`config.mk`:
```
export PLATFORM = sky130hd
export DESIGN_NAME = dco_fll_ctrl
export DESIGN_NICKNAME = d
export VERILOG_FILES = /design/src/rtl/dco_fll_ctrl.sv
export SDC_FILE = /design/constraint.sdc
export NUM_CORES = 1
export LEC_CHECK = 0
export ABC_CLOCK_PERIOD_IN_PS = 9000
export BUFFER_PORTS_ARGS = -buffer_cell sky130_fd_sc_hd__buf_4
export CAP_MARGIN = 20
export CORE_ASPECT_RATIO = 0.9
export CORE_MARGIN = 2
export CORE_UTILIZATION = 25
export CTS_BUF_LIST = sky130_fd_sc_hd__clkbuf_8
export DETAILED_ROUTE_END_ITERATION = 10
export HOLD_SLACK_MARGIN = 0.15
export PLACE_DENSITY = 0.52
export SETUP_SLACK_MARGIN = 0.1
export SLEW_MARGIN = 10
export SYNTH_ARGS = -nofsm -noshare
export SYNTH_HDL_FRONTEND = slang
export SYNTH_SLANG_ARGS = --single-unit
```
`constraint.sdc`:
```
create_clock -name clk -period 9 [get_ports clk]
set_clock_uncertainty 0.1 [all_clocks]
set_input_delay 1.8 -clock clk [delete_from_list [all_inputs] [get_ports clk]]
set_output_delay 1.8 -clock clk [all_outputs]
set_load 0.05 [all_outputs]
```
`src/rtl/dco_fll_ctrl.sv`:
```
// Frequency-locked loop controller: successive-approximation search of an 8-bit DCO code
// against a target edge count per gate window. Define DCO_FLL_TRACK_EN to keep tracking after lock.
module dco_fll_ctrl #(
    parameter int unsigned GATE_CYCLES   = 256,
    parameter int unsigned SETTLE_CYCLES = 16,
    parameter int unsigned TOL           = 1
) (
    input  logic       clk,
    input  logic       reset,
    input  logic       en,
    input  logic [7:0] target,
    input  logic       dco_in,
    output logic [7:0] dco_code,
    output logic       busy,
    output logic       locked,
    output logic [7:0] meas_count,
    output logic       meas_valid
);

    localparam int unsigned CODE_W = 8;
    localparam int unsigned CMP_W  = 9;
    localparam int unsigned TMR_W  = 10;
    localparam int unsigned IDX_W  = 3;

    localparam logic [2:0] ST_IDLE    = 3'd0;
    localparam logic [2:0] ST_SETTLE  = 3'd1;
    localparam logic [2:0] ST_MEASURE = 3'd2;
    localparam logic [2:0] ST_UPDATE  = 3'd3;
    localparam logic [2:0] ST_DONE    = 3'd4;

    localparam logic [TMR_W-1:0]  SETTLE_LAST = TMR_W'(SETTLE_CYCLES - 1);
    localparam logic [TMR_W-1:0]  GATE_LAST   = TMR_W'(GATE_CYCLES - 1);
    localparam logic [CMP_W-1:0]  TOL_EXT     = CMP_W'(TOL);
    localparam logic [CODE_W-1:0] CODE_MID    = 8'h80;
    localparam logic [CODE_W-1:0] CODE_MAX    = 8'hFF;

    logic [2:0]        state;
    logic [2:0]        state_d;
    logic              sync1;
    logic              sync2;
    logic              sync3;
    logic [TMR_W-1:0]  tmr;
    logic [TMR_W-1:0]  tmr_d;
    logic [CODE_W-1:0] edge_cnt;
    logic [CODE_W-1:0] edge_cnt_d;
    logic [IDX_W-1:0]  idx;
    logic [IDX_W-1:0]  idx_d;
    logic [CODE_W-1:0] dco_code_d;
    logic              busy_d;
    logic              locked_d;
    logic [CODE_W-1:0] meas_count_d;
    logic              meas_valid_d;

    logic              edge_seen_c;
    logic [CMP_W-1:0]  count_ext_c;
    logic [CMP_W-1:0]  target_ext_c;
    logic              too_fast_c;
    logic              too_slow_c;
    logic              trk_fast_c;
    logic              trk_slow_c;
    logic [CODE_W-1:0] code_sa_c;

    // Rising edge of the resynchronised DCO clock
    assign edge_seen_c  = sync2 & ~sync3;
    assign count_ext_c  = {1'b0, edge_cnt};
    assign target_ext_c = {1'b0, target};
    assign too_fast_c   = count_ext_c > target_ext_c;
    assign trk_fast_c   = count_ext_c > (target_ext_c + TOL_EXT);
    assign trk_slow_c   = (count_ext_c + TOL_EXT) < target_ext_c;
    assign too_slow_c   = trk_slow_c && (dco_code != CODE_MAX);

    // Next-state and next-output logic; en low overrides every state
    always_comb begin
        state_d      = state;
        tmr_d        = tmr;
        edge_cnt_d   = edge_cnt;
        idx_d        = idx;
        dco_code_d   = dco_code;
        busy_d       = busy;
        locked_d     = locked;
        meas_count_d = meas_count;
        meas_valid_d = 1'b0;
        code_sa_c    = dco_code;

        if (!en) begin
            state_d  = ST_IDLE;
            tmr_d    = '0;
            busy_d   = 1'b0;
            locked_d = 1'b0;
        end else begin
            case (state)
                ST_IDLE: begin
                    state_d    = ST_SETTLE;
                    tmr_d      = '0;
                    dco_code_d = CODE_MID;
                    idx_d      = IDX_W'(CODE_W - 1);
                    busy_d     = 1'b1;
                    locked_d   = 1'b0;
                end
                ST_SETTLE: begin
                    if (tmr == SETTLE_LAST) begin
                        state_d    = ST_MEASURE;
                        tmr_d      = '0;
                        edge_cnt_d = '0;
                    end else begin
                        tmr_d = tmr + TMR_W'(1);
                    end
                end
                ST_MEASURE: begin
                    if (edge_seen_c && (edge_cnt != CODE_MAX)) begin
                        edge_cnt_d = edge_cnt + CODE_W'(1);
                    end
                    if (tmr == GATE_LAST) begin
                        state_d = ST_UPDATE;
                        tmr_d   = '0;
                    end else begin
                        tmr_d = tmr + TMR_W'(1);
                    end
                end
                ST_UPDATE: begin
                    meas_count_d = edge_cnt;
                    meas_valid_d = 1'b1;
                    tmr_d        = '0;
                    state_d      = ST_SETTLE;
                    if (!locked) begin
                        // Binary search: drop the trial bit if the DCO ran fast
                        if (too_fast_c) begin
                            code_sa_c[idx] = 1'b0;
                        end
                        if (idx != '0) begin
                            code_sa_c[idx - IDX_W'(1)] = 1'b1;
                            idx_d = idx - IDX_W'(1);
                        end else begin
                            state_d  = ST_DONE;
                            busy_d   = 1'b0;
                            locked_d = 1'b1;
                        end
                        dco_code_d = code_sa_c;
                    end else if (trk_fast_c && (dco_code != '0)) begin
                        dco_code_d = dco_code - CODE_W'(1);
                    end else if (too_slow_c) begin
                        dco_code_d = dco_code + CODE_W'(1);
                    end
                end
                ST_DONE: begin
`ifdef DCO_FLL_TRACK_EN
                    state_d = ST_SETTLE;
                    tmr_d   = '0;
`else
                    state_d = ST_DONE;
`endif
                end
                default: begin
                    state_d = ST_IDLE;
                end
            endcase
        end
    end

    // State, synchroniser and output registers
    always_ff @(posedge clk) begin
        if (reset) begin
            state      <= ST_IDLE;
            sync1      <= 1'b0;
            sync2      <= 1'b0;
            sync3      <= 1'b0;
            tmr        <= '0;
            edge_cnt   <= '0;
            idx        <= '0;
            dco_code   <= '0;
            busy       <= 1'b0;
            locked     <= 1'b0;
            meas_count <= '0;
            meas_valid <= 1'b0;
        end else begin
            state      <= state_d;
            sync1      <= dco_in;
            sync2      <= sync1;
            sync3      <= sync2;
            tmr        <= tmr_d;
            edge_cnt   <= edge_cnt_d;
            idx        <= idx_d;
            dco_code   <= dco_code_d;
            busy       <= busy_d;
            locked     <= locked_d;
            meas_count <= meas_count_d;
            meas_valid <= meas_valid_d;
        end
    end

endmodule

```
==> results.md, run 1 <==
- Crit end category: flip-flop
- Final period utilization: 59.01%
- GRT Total Usage: 11.96%
- Dpl hpwl: between 6000 and 7000 um
- Post-synth EDFFs: 0
- Mapped Area: around 3400 sq um
- Hold bufs inserted after CTS: 0
- P_leak: 0.001654 uW
- Mean post-synth cell area: 8.130 sq um
- Antenna-violating nets left: 0
- Htree depth: 2
- Chip Width: 126.3 um
- Sequential fraction of the synthesis area: 27.36%
- # rows: 40
- Design area: 3777 sq um
- GR Overflow Total: 0
- Initial antenna violation count: 0
- Hold crit path type: flip-flop to flip-flop
- Die Ht: 114.1 um
- Worst vdd ir: 46.84 uV
- IO Count: 31
- Hold Path Depth: 1
- ANT cells: 0
- Max-slew violations: 0
- Reg2Reg Capture Point: dco_code[7]
- HP Start: sync1
- CP Class: input port to flip-flop
- Synthesis-to-finish area growth: 12.23%
- Starting Density: 25.38%
- Synth area leader: dfxtp_1
- Via-to-Cell Ratio: 4.949
- Final Hold Viols: 0
- Clock transition at path regs: roughly 0.090 ns
- CP startpoint kind: input port
- # resized after CTS: 0
- Min Tclk post-route: 5.311 ns
- Syn nets: 462
- Vias in the first global route: between 2000 and 3000
- Largest cells by area after synthesis: dfxtp_1 27%, ha_1 13%, a21oi_1 5.9%, nor2_1 5.2%, nand2_1 3.7%
- Reg2Reg Launch Point: edge_cnt[2]
- Core Area: 13260 sq um
- Share of layout cells above drive strength 1: 12.33%
- Placed Area: 3686 sq um
- Final Wtd Congestion: 0.8382
- Setup_tns: 0 ns
- Cell variety after synth: ~60
- RSZ-0062 raised after global routing: false
- Top cells by count, synth: 47 x nor2_1, 46 x dfxtp_1, 40 x a21oi_1
- FMAX: 0.1883 GHz
- Final count of negative-setup-slack endpoints: 0
- Worst EP arrival: 5.43 ns
- Worst-case clock buffer depth: 2
- FF-to-FF path depth: 13
- Root Buffer Master: clkbuf_8
- Main synth FF type: dfxtp_1
- Crit path from: target[0]
- Post-CTS setup buffers: 0
- Status: complete, no violations
- DRC marker count from the first detailed-route iteration: 180
- Most frequent cell after synthesis: nor2_1
- Max-slew headroom: approximately 40%
- CTS Sinks: 46
- Setup slack, reg-to-reg: 5.42 ns
- CTS tree: built
- Drt total wl: 8504 um
- Post-route DRC: 0
- DR vias: 2999
- Share of flip-flops with an asynchronous set or reset: 0%
- CP required: 9.12 ns
- Wire per inst: 14.03 um
- Worst-Skew Late Latency: 0.30 ns
- Drt pass-1 iters: 4
- Seq cells post-synth: 46
- Pin count of the biggest net entering global routing: 32
- Total Die Area: ~14000 sq um
- Worst Hold Path EP: sync2
- P per Cell Area: 102.9 nW/um^2
- Max_cap viols: 0
- Global-route wire length before repair: approximately 14000 um
- CTS Buf Count: 5
- NumNets Final: between 400 and 500
- Syn Inst Count: 414
- Worst Tran Pin Value: 0.9042 ns
- Yosys top cell area share: 27.36%
- Synth Warn #: 0
- Port bufs: 30
- Crit-path max FO: 7
through the flow:
step / setup slack, ns / hold slack, ns / std cells / util [%] / power [uW]
4_1_cts: 3.703 / 0.3515 / 606 / 28.48 / 395.0
2_1_floorplan: 3.870 / 0.3138 / 414 / - / 248.9
3_3_place_gp: 3.494 / 0.3163 / 598 / 27.79 / 260.6
6_report: 3.689 / 0.3446 / 606 / 28.48 / 388.7
5_1_grt: 3.381 / 0.3781 / 606 / 28.48 / 408.5
3_5_place_dp: 3.370 / 0.3313 / 598 / 27.79 / 261.7
metal layers:
metal	vias up	share of wire [%]	GRT usage, %
li1	1524	-	-
met4	0	0.76	2.491
met2	57	46	20.04
met1	1414	49	16.22
met3	4	4.1	2.150
met5	-	0	0
placed cells by master (no fill, tap or decap), types with 4 or more instances in the layout:
| master | Yosys | final |
|---|---|---|
| o211ai_1 | 5 | 5 |
| ha_1 | 35 | 35 |
| o21ai_0 | 22 | 22 |
| dfxtp_1 | 46 | 46 |
| a21oi_1 | 40 | 40 |
| nand3b_1 | 6 | 6 |
| nor2_1 | 47 | 47 |
| buf_4 | 1 | 30 |
| nor4_1 | 4 | 4 |
| nor2b_1 | 10 | 10 |
| xnor2_1 | 12 | 12 |
| nand2b_1 | 5 | 5 |
| and3_1 | 6 | 6 |
| clkbuf_8 | 2 | 6 |
| nand4_1 | 6 | 6 |
| xor2_1 | 13 | 13 |
| nor3_1 | 8 | 8 |
| a21o_1 | 8 | 8 |
| nand2_1 | 33 | 33 |
| nand3_1 | 15 | 15 |
| inv_1 | 23 | 24 |
critical path: stages:
cell and delay [ns]:
buf_4 0.11, ha_1 0.18, nand3_1 0.14, nor3_1 0.30
xnor2_1 0.11, ha_1 0.32, a21o_1 0.12, a21o_1 0.11
a41oi_1 0.04, a311o_2 0.41, inv_1 0.21, ha_1 0.27
a21oi_1 0.19, o211ai_1 0.16, o41ai_1 0.30, xnor3_1 0.27
nand2b_4 0.15, a311oi_2 0.24
cells by family after synthesis:
logic type | count (synthesis) | synth area share, %
AOI/OAI and AO/OA | 109 | 21.00
xor gates and xnor gates | 26 | 7.175
adders and majority gates | 36 | 13.61
buffers and inverters | 37 | 5.985
DFF | 46 | 27.36
muxes | 2 | 0.5948
and+or+nand+nor | 158 | 24.27
flip-flops by register name (all words and copies together), names as in the netlist:
name / flops
meas_valid: 1
sync2: 1
locked: 1
meas_count: 8
tmr: 10
dco_code: 8
idx: 3
edge_cnt: 8
sync3: 1
sync1: 1
busy: 1
state: 3
cell type report:
class                   count  area, sq um
well taps                 168        210.2
repair buffers             30        225.2
clock buffers               6        82.58
inverters                  23        86.33
flip-flops and latches     46        920.9
clock inverters             2        8.758
fillers                  1434         9485
multi-input cells         331         2243
worst max path at each step:
stage,end,slack [ns],depth (start not counted)
detailed placement,dco_code[7],3.37,18
finish,dco_code[7],3.69,18
floorplan,dco_code[7],3.87,17
global placement,dco_code[7],3.49,18
global route,dco_code[7],3.38,18
CTS,dco_code[7],3.70,18
where the power goes:
part | switching, uW | total [uW] | leakage [uW] | internal, uW
registers | 4.12 | 210 | 0.000373 | 206
logic | 28.0 | 47.5 | 0.00123 | 19.5
clock network | 70.2 | 131 | 0.0000524 | 61.0
(Power assumes the default switching activity.)
==> inputs of run 2 (changes only) <==
--- a/config.mk
+++ b/config.mk
@@ -5,7 +5,7 @@
 export SDC_FILE = /design/constraint.sdc
 export NUM_CORES = 1
 export LEC_CHECK = 0
-export ABC_CLOCK_PERIOD_IN_PS = 9000
+export ABC_CLOCK_PERIOD_IN_PS = 4950
 export BUFFER_PORTS_ARGS = -buffer_cell sky130_fd_sc_hd__buf_4
 export CAP_MARGIN = 20
 export CORE_ASPECT_RATIO = 0.9
==> constraint.sdc (replaced) <==
create_clock -name clk -period 4.95 [get_ports clk]
set_clock_uncertainty 0.1 [all_clocks]
set_input_delay 0.99 -clock clk [delete_from_list [all_inputs] [get_ports clk]]
set_output_delay 0.99 -clock clk [all_outputs]
set_load 0.05 [all_outputs]
==> results.md, run 2 (synthesis results as in run 1) <==
- Worst Tran Pin Value: 0.7454 ns (-0.1588 ns)
- Min Tclk post-route: around 4.5 ns
- Final count of negative-setup-slack endpoints: 0 (unchanged)
- P_leak: 0.001665 uW (+0.63%)
- Max FFs per register: 10 (unchanged)
- Global-route wire length before repair: 14270 um (+0.20%)
- Share of layout cells above drive strength 1: 12.76% (+0.43 points)
- Via-to-Cell Ratio: 4.908 (-0.83%)
- Worst path cell trace: buf_4, ha_1, nand3_1, nor3_1, xnor2_1, ha_1, a21o_1, a21o_1, a41oi_1, a311o_2, inv_1, ha_1, a21oi_1, o211ai_1, o41ai_1, xnor3_1, nand2b_4, a311oi_2
- Place WS: 0.1215 ns (-3.249 ns)
- CP required: 5.08 ns (-4.04 ns)
- Worst-case clock buffer depth: 2 (unchanged)
- IO Count: 31 (unchanged)
- GR Overflow Total: 0 (unchanged)
- Synthesis-to-finish area growth: 12.97%
- CP bufs+invs: 2 (unchanged)
- CTS Sinks: 46 (unchanged)
- Total Die Area: 14410 sq um (unchanged)
- Crit path max-delay family: compound AO/OA/AOI/OAI gates
- RSZ-0062 raised after global routing: false
- Post-route DRC: 0 (unchanged)
- Clock transition at path regs: 0.09 ns (about the same)
- Dpl cells: 599 (+0.17%)
- NumNets Final: 486 (+0.21%)
- Wire per inst: 13.73 um (-2.2%)
- DR vias: 2979 (-0.67%)
- Initial antenna violation count: 0 (unchanged)
- ANT cells: 0 (unchanged)
- Final Wtd Congestion: 0.8395 (+0.16%)
- CP Class: input port to flip-flop
- DRC marker count from the first detailed-route iteration: 162 (-10%)
- Root Buffer Master: clkbuf_8
- Crit-path max FO: 7 (unchanged)
- Drt pass-1 iters: 4 (unchanged)
- Commonest non-fill, non-tap cell in the layout: nor2_1
- Starting Density: 25.38% (unchanged)
- CP max stage cell: a311o_2
- GRT Total Usage: 11.96% (about the same)
- Worst Hold Slack: 0.3469 ns (+0.002276 ns)
- Core Area: 13260 sq um (unchanged)
- CTS tree: built
- Die Ht: 114.1 um (unchanged)
- # rows: 40 (unchanged)
- Final Hold Viols: 0 (unchanged)
- Max-slew violations: 0 (unchanged)
- Final std cells w/o fill: 607 (+0.17%)
- CTS Buf Count: 5 (unchanged)
- Filler cells: 1414 (-1.4%)
- Vias in the first global route: 2981 (+1.2%)
- Register Area: 920.9 sq um (unchanged)
- Antenna-violating nets left: 0 (unchanged)
- Hold bufs inserted after CTS: 0 (unchanged)
- Worst vdd ir: 93.46 uV (+100%)
- Htree depth: 2 (unchanged)
- Post-CTS setup buffers: 0 (unchanged)
- Top reg by flops: tmr
- Worst-Skew Late Latency: 0.31 ns (about the same)
- P per Cell Area: 197.6 nW/um^2 (+92%)
- Port bufs: 30 (unchanged)
- Worst EP arrival: 4.65 ns (-0.78 ns)
- Final period utilization: 91.34%
- Hold crit path type: flip-flop to flip-flop
- # resized after CTS: 0 (unchanged)
- Crit end category: flip-flop
- Setup_tns: 0 ns (unchanged)
- FMAX: roughly 0.22 GHz
- Most frequent cells in the layout: 47 x nor2_1, 46 x dfxtp_1, 40 x a21oi_1
- CP startpoint kind: input port
- CP dominant cell by count: ha_1
- Pin count of the biggest net entering global routing: 32 (unchanged)
- Max_cap viols: 0 (unchanged)
- Total power: 751.4 uW (+93%)
- Max-slew headroom: 50.24% (+11 points)
- Drt total wl: 8334 um (-2.0%)
- Area of the multi-input gates: 2243 sq um (unchanged)
- Status: complete, no violations
- Max incr delay on CP: 0.41 ns (about the same)
- Chip Width: 126.3 um (unchanged)
- Dpl hpwl: 6359 um (-1.2%)
- Worst setup margin: 0.4285 ns (-3.261 ns)
[run 2: layout make-up]
type | count | area share, %
Clock inverter | 3 | 1.053
Multi-Input combinational cell | 331 | 59.00
Tap cell | 168 | 5.528
Timing Repair Buffer | 31 | 6.120
Clock buffer | 5 | 1.810
Inverter | 23 | 2.270
Sequential cell | 46 | 24.22
[run 2: stage by stage]
step / util (%) / area [sq um]
final: 28.67 / 3802
after global routing: 28.67 / 3802
after floorplan: - / 3366
after global placement: 27.85 / 3694
after CTS: 28.67 / 3802
after detailed placement: 27.85 / 3694
[run 2: worst register-to-register path, cell delays in order, from the launching register on]
cell and delay (ns):
dfxtp_1 0.40, ha_1 0.34, nand4_1 0.13, o221ai_1 0.22, a41oi_1 0.14, a311o_2 0.41
inv_1 0.22, ha_1 0.28, a21oi_1 0.20, o211ai_1 0.14, o41ai_1 0.32, xnor3_1 0.27
nand2b_4 0.15, a311oi_2 0.24
[run 2: metal layers]
metal | GRT usage (%) | vias to the layer above | part of all wire (%)
met4 | 3.077 | 0 | 1.0
met2 | 19.64 | 48 | 45
met3 | 2.103 | 8 | 4.1
met5 | 0 | - | 0
met1 | 16.33 | 1393 | 50
li1 | - | 1530 | -
[run 2: power breakdown]
part | internal [uW] | leakage [uW] | switching, uW | total, uW
registers | 374 | 0.000373 | 7.16 | 382
clock network | 149 | 0.0000579 | 135 | 283
logic | 36.2 | 0.00123 | 50.3 | 86.5
[run 2: path summary, 6_finish.rpt]
kind                                  start     endpoint  slack [ns]  cells after the start
worst max-delay path              target[0]  dco_code[7]        0.43                     18
worst max register to register  edge_cnt[2]  dco_code[7]        1.34                     13
worst min register to register        sync1        sync2        0.35                      1
worst min-delay path                  sync1        sync2        0.35                      1
==> inputs of run 3 (changes only) <==
--- a/config.mk
+++ b/config.mk
@@ -10,11 +10,11 @@
 export CAP_MARGIN = 20
 export CORE_ASPECT_RATIO = 0.9
 export CORE_MARGIN = 2
-export CORE_UTILIZATION = 25
+export CORE_UTILIZATION = 60
 export CTS_BUF_LIST = sky130_fd_sc_hd__clkbuf_8
 export DETAILED_ROUTE_END_ITERATION = 10
 export HOLD_SLACK_MARGIN = 0.15
-export PLACE_DENSITY = 0.52
+export PLACE_DENSITY = 0.92
 export SETUP_SLACK_MARGIN = 0.1
 export SLEW_MARGIN = 10
 export SYNTH_ARGS = -nofsm -noshare
==> constraint.sdc (replaced) <==
create_clock -name clk -period 4.95 [get_ports clk]
set_clock_uncertainty 0.1 [all_clocks]
set_input_delay 0.2475 -clock clk [delete_from_list [all_inputs] [get_ports clk]]
set_output_delay 0.2475 -clock clk [all_outputs]
set_load 0.05 [all_outputs]
==> results.md, run 3 (synthesis results as in run 1) <==
- Die Ht: 75.06 um (-34%)
- Worst-case clock buffer depth: 2 (unchanged)
- ANT cells: 0 (unchanged)
- Hold crit path type: input port to flip-flop
- Drt pass-1 iters: 4 (unchanged)
- Commonest non-fill, non-tap cell in the layout: nor2_1
- Root Buffer Master: clkbuf_8
- FMAX: 0.2626 GHz (+19%)
- Chip Width: 82.95 um (-34%)
- Starting Density: 63.29% (+38 points)
- Post-route DRC: 0 (unchanged)
- GRT Total Usage: 24.91% (+13 points)
- NumNets Final: 486 (unchanged)
- Worst-Skew Late Latency: 0.30 ns (about the same)
- Hold Path Depth: 2 (+1)
- Pin count of the biggest net entering global routing: 32 (unchanged)
- Met2 Track Usage GR: 43.91% (+24 points)
- CTS Sinks: 46 (unchanged)
- CTS Buf Count: 5 (unchanged)
- Min Tclk post-route: 3.809 ns (-0.7130 ns)
- Synthesis-to-finish area growth: 8.736%
- RSZ-0062 raised after global routing: false
- Max FFs per register: 10 (unchanged)
- Final period utilization: 76.94% (-14 points)
- Final Hold Viols: 0 (unchanged)
- # resized after CTS: 0 (unchanged)
- Via-to-Cell Ratio: 6.077 (+24%)
- Clock transition at path regs: 0.09 ns (about the same)
- CP startpoint kind: input port
- Worst Tran Pin Value: 0.8252 ns (+0.07985 ns)
- Share of layout cells above drive strength 1: 12.53% (-0.23 points)
- # rows: 25 (-38%)
- Filler cells: 462 (-67%)
- CTS tree: built
- DR vias: 3075 (+3.2%)
- GRT Max-Usage Layer: met2
- Worst EP arrival: 3.93 ns (-0.72 ns)
- Worst vdd ir: 179.8 uV (+92%)
- Dpl cells: 497 (-17%)
- GR Util met3: 4.496% (+2.4 points)
- Vias in the first global route: 2860 (-4.1%)
- P_leak: 0.001650 uW (-0.88%)
- Initial antenna violation count: 0 (unchanged)
- Met1 usage: 31.81% (+15 points)
- Final Wtd Congestion: 0.8943 (+6.5%)
- Max-slew headroom: 44.98% (-5.3 points)
- Crit-path max FO: 7 (unchanged)
- Core Area: 5318 sq um (-60%)
- Max-slew violations: 0 (unchanged)
- Setup_tns: 0 ns (unchanged)
- IO Count: 31 (unchanged)
- P per Cell Area: 192.0 nW/um^2 (-2.8%)
- Dpl hpwl: 5570 um (-12%)
- Max_cap viols: 0 (unchanged)
- Total Die Area: 6226 sq um (-57%)
- Crit path from: target[0]
- FF-to-FF path depth: 13 (unchanged)
- DRC marker count from the first detailed-route iteration: 180 (+11%)
- Most frequent cells in the layout: 47 x nor2_1, 46 x dfxtp_1, 40 x a21oi_1
- Status: complete, no violations
- Crit end category: flip-flop
- Drt total wl: 7565 um (-9.2%)
- Reg2Reg Launch Point: edge_cnt[2]
- CP required: 5.08 ns (about the same)
- Antenna-violating nets left: 0 (unchanged)
- Final std cells w/o fill: 506 (-17%)
- GR Overflow Total: 0 (unchanged)
- Wire per inst: 14.95 um (+8.9%)
- Htree depth: 2 (unchanged)
- Top reg by flops: tmr
- CP Class: input port to flip-flop
- HP Start: reset
- Global-route wire length before repair: 12810 um (-10%)
- Final count of negative-setup-slack endpoints: 0 (unchanged)
- Port bufs: 30 (unchanged)
==> run 3: cell count changes in the layout (fill, tap and decap cells not counted), sizes merged <==
cell         previous run  this run
buf                    31        30
bufinv                  1         0
clkinvlp                0         1
dlygate4sd3             0         1
==> run 3: area by class of cell <==
type,instances,area (sq um),share of cell area [%]
Clock buffer,5,68.82,1.880
Multi-Input combinational cell,331,2243,61.30
Clock inverter,3,21.27,0.5812
Tap cell,67,83.83,2.291
Timing Repair Buffer,31,235.2,6.427
Inverter,23,86.33,2.359
Sequential cell,46,920.9,25.16
==> run 3: routing by layer <==
metal  vias to the layer above  share of wire, %
met3                        15               7.2
met2                       100                46
met4                         0               1.7
met5                         -                 0
li1                       1528                 -
met1                      1432                45
==> run 3: final timing paths <==
path | to | slack [ns]
min reg2reg | sync2 | 0.34
max reg2reg | dco_code[7] | 1.29
max | dco_code[7] | 1.14
min | edge_cnt[1] | 0.23
==> run 3: timing repair <==
item / CTS / global route
hold endpoints to repair: 1 / 0
hold buffers: 1 / 0
buffers inserted: 0 / 0
==> run 3: report_power, final <==
group / switching, uW / internal, uW
logic: 50.7 / 36.1
registers: 7.43 / 374
clock network: 135 / 99.4
==> run 3: stage by stage <==
stage / util, % / instance area (sq um) / worst slack, ns / hold slack, ns / total power [uW]
4_1_cts: 68.82 / 3660 / 1.159 / 0.2222 / 704.6
5_1_grt: 68.82 / 3660 / 0.8876 / 0.2337 / 727.7
6_report: 68.82 / 3660 / 1.141 / 0.2278 / 702.7
3_5_place_dp: 66.94 / 3560 / 0.8524 / 0.3251 / 473.5
3_3_place_gp: 66.94 / 3560 / 1.083 / 0.3152 / 470.0
2_1_floorplan: - / 3366 / 1.373 / 0.2284 / 452.5
==> run 3: worst max-delay path: stages <==
cell	delay, ns
buf_4	0.11
ha_1	0.18
nand3_1	0.14
nor3_1	0.30
xnor2_1	0.12
ha_1	0.32
a21o_1	0.12
a21o_1	0.10
a41oi_1	0.04
a311o_2	0.42
inv_1	0.21
ha_1	0.27
a21oi_1	0.22
o211ai_1	0.15
o41ai_1	0.33
xnor3_1	0.28
nand2b_4	0.15
a311oi_2	0.24
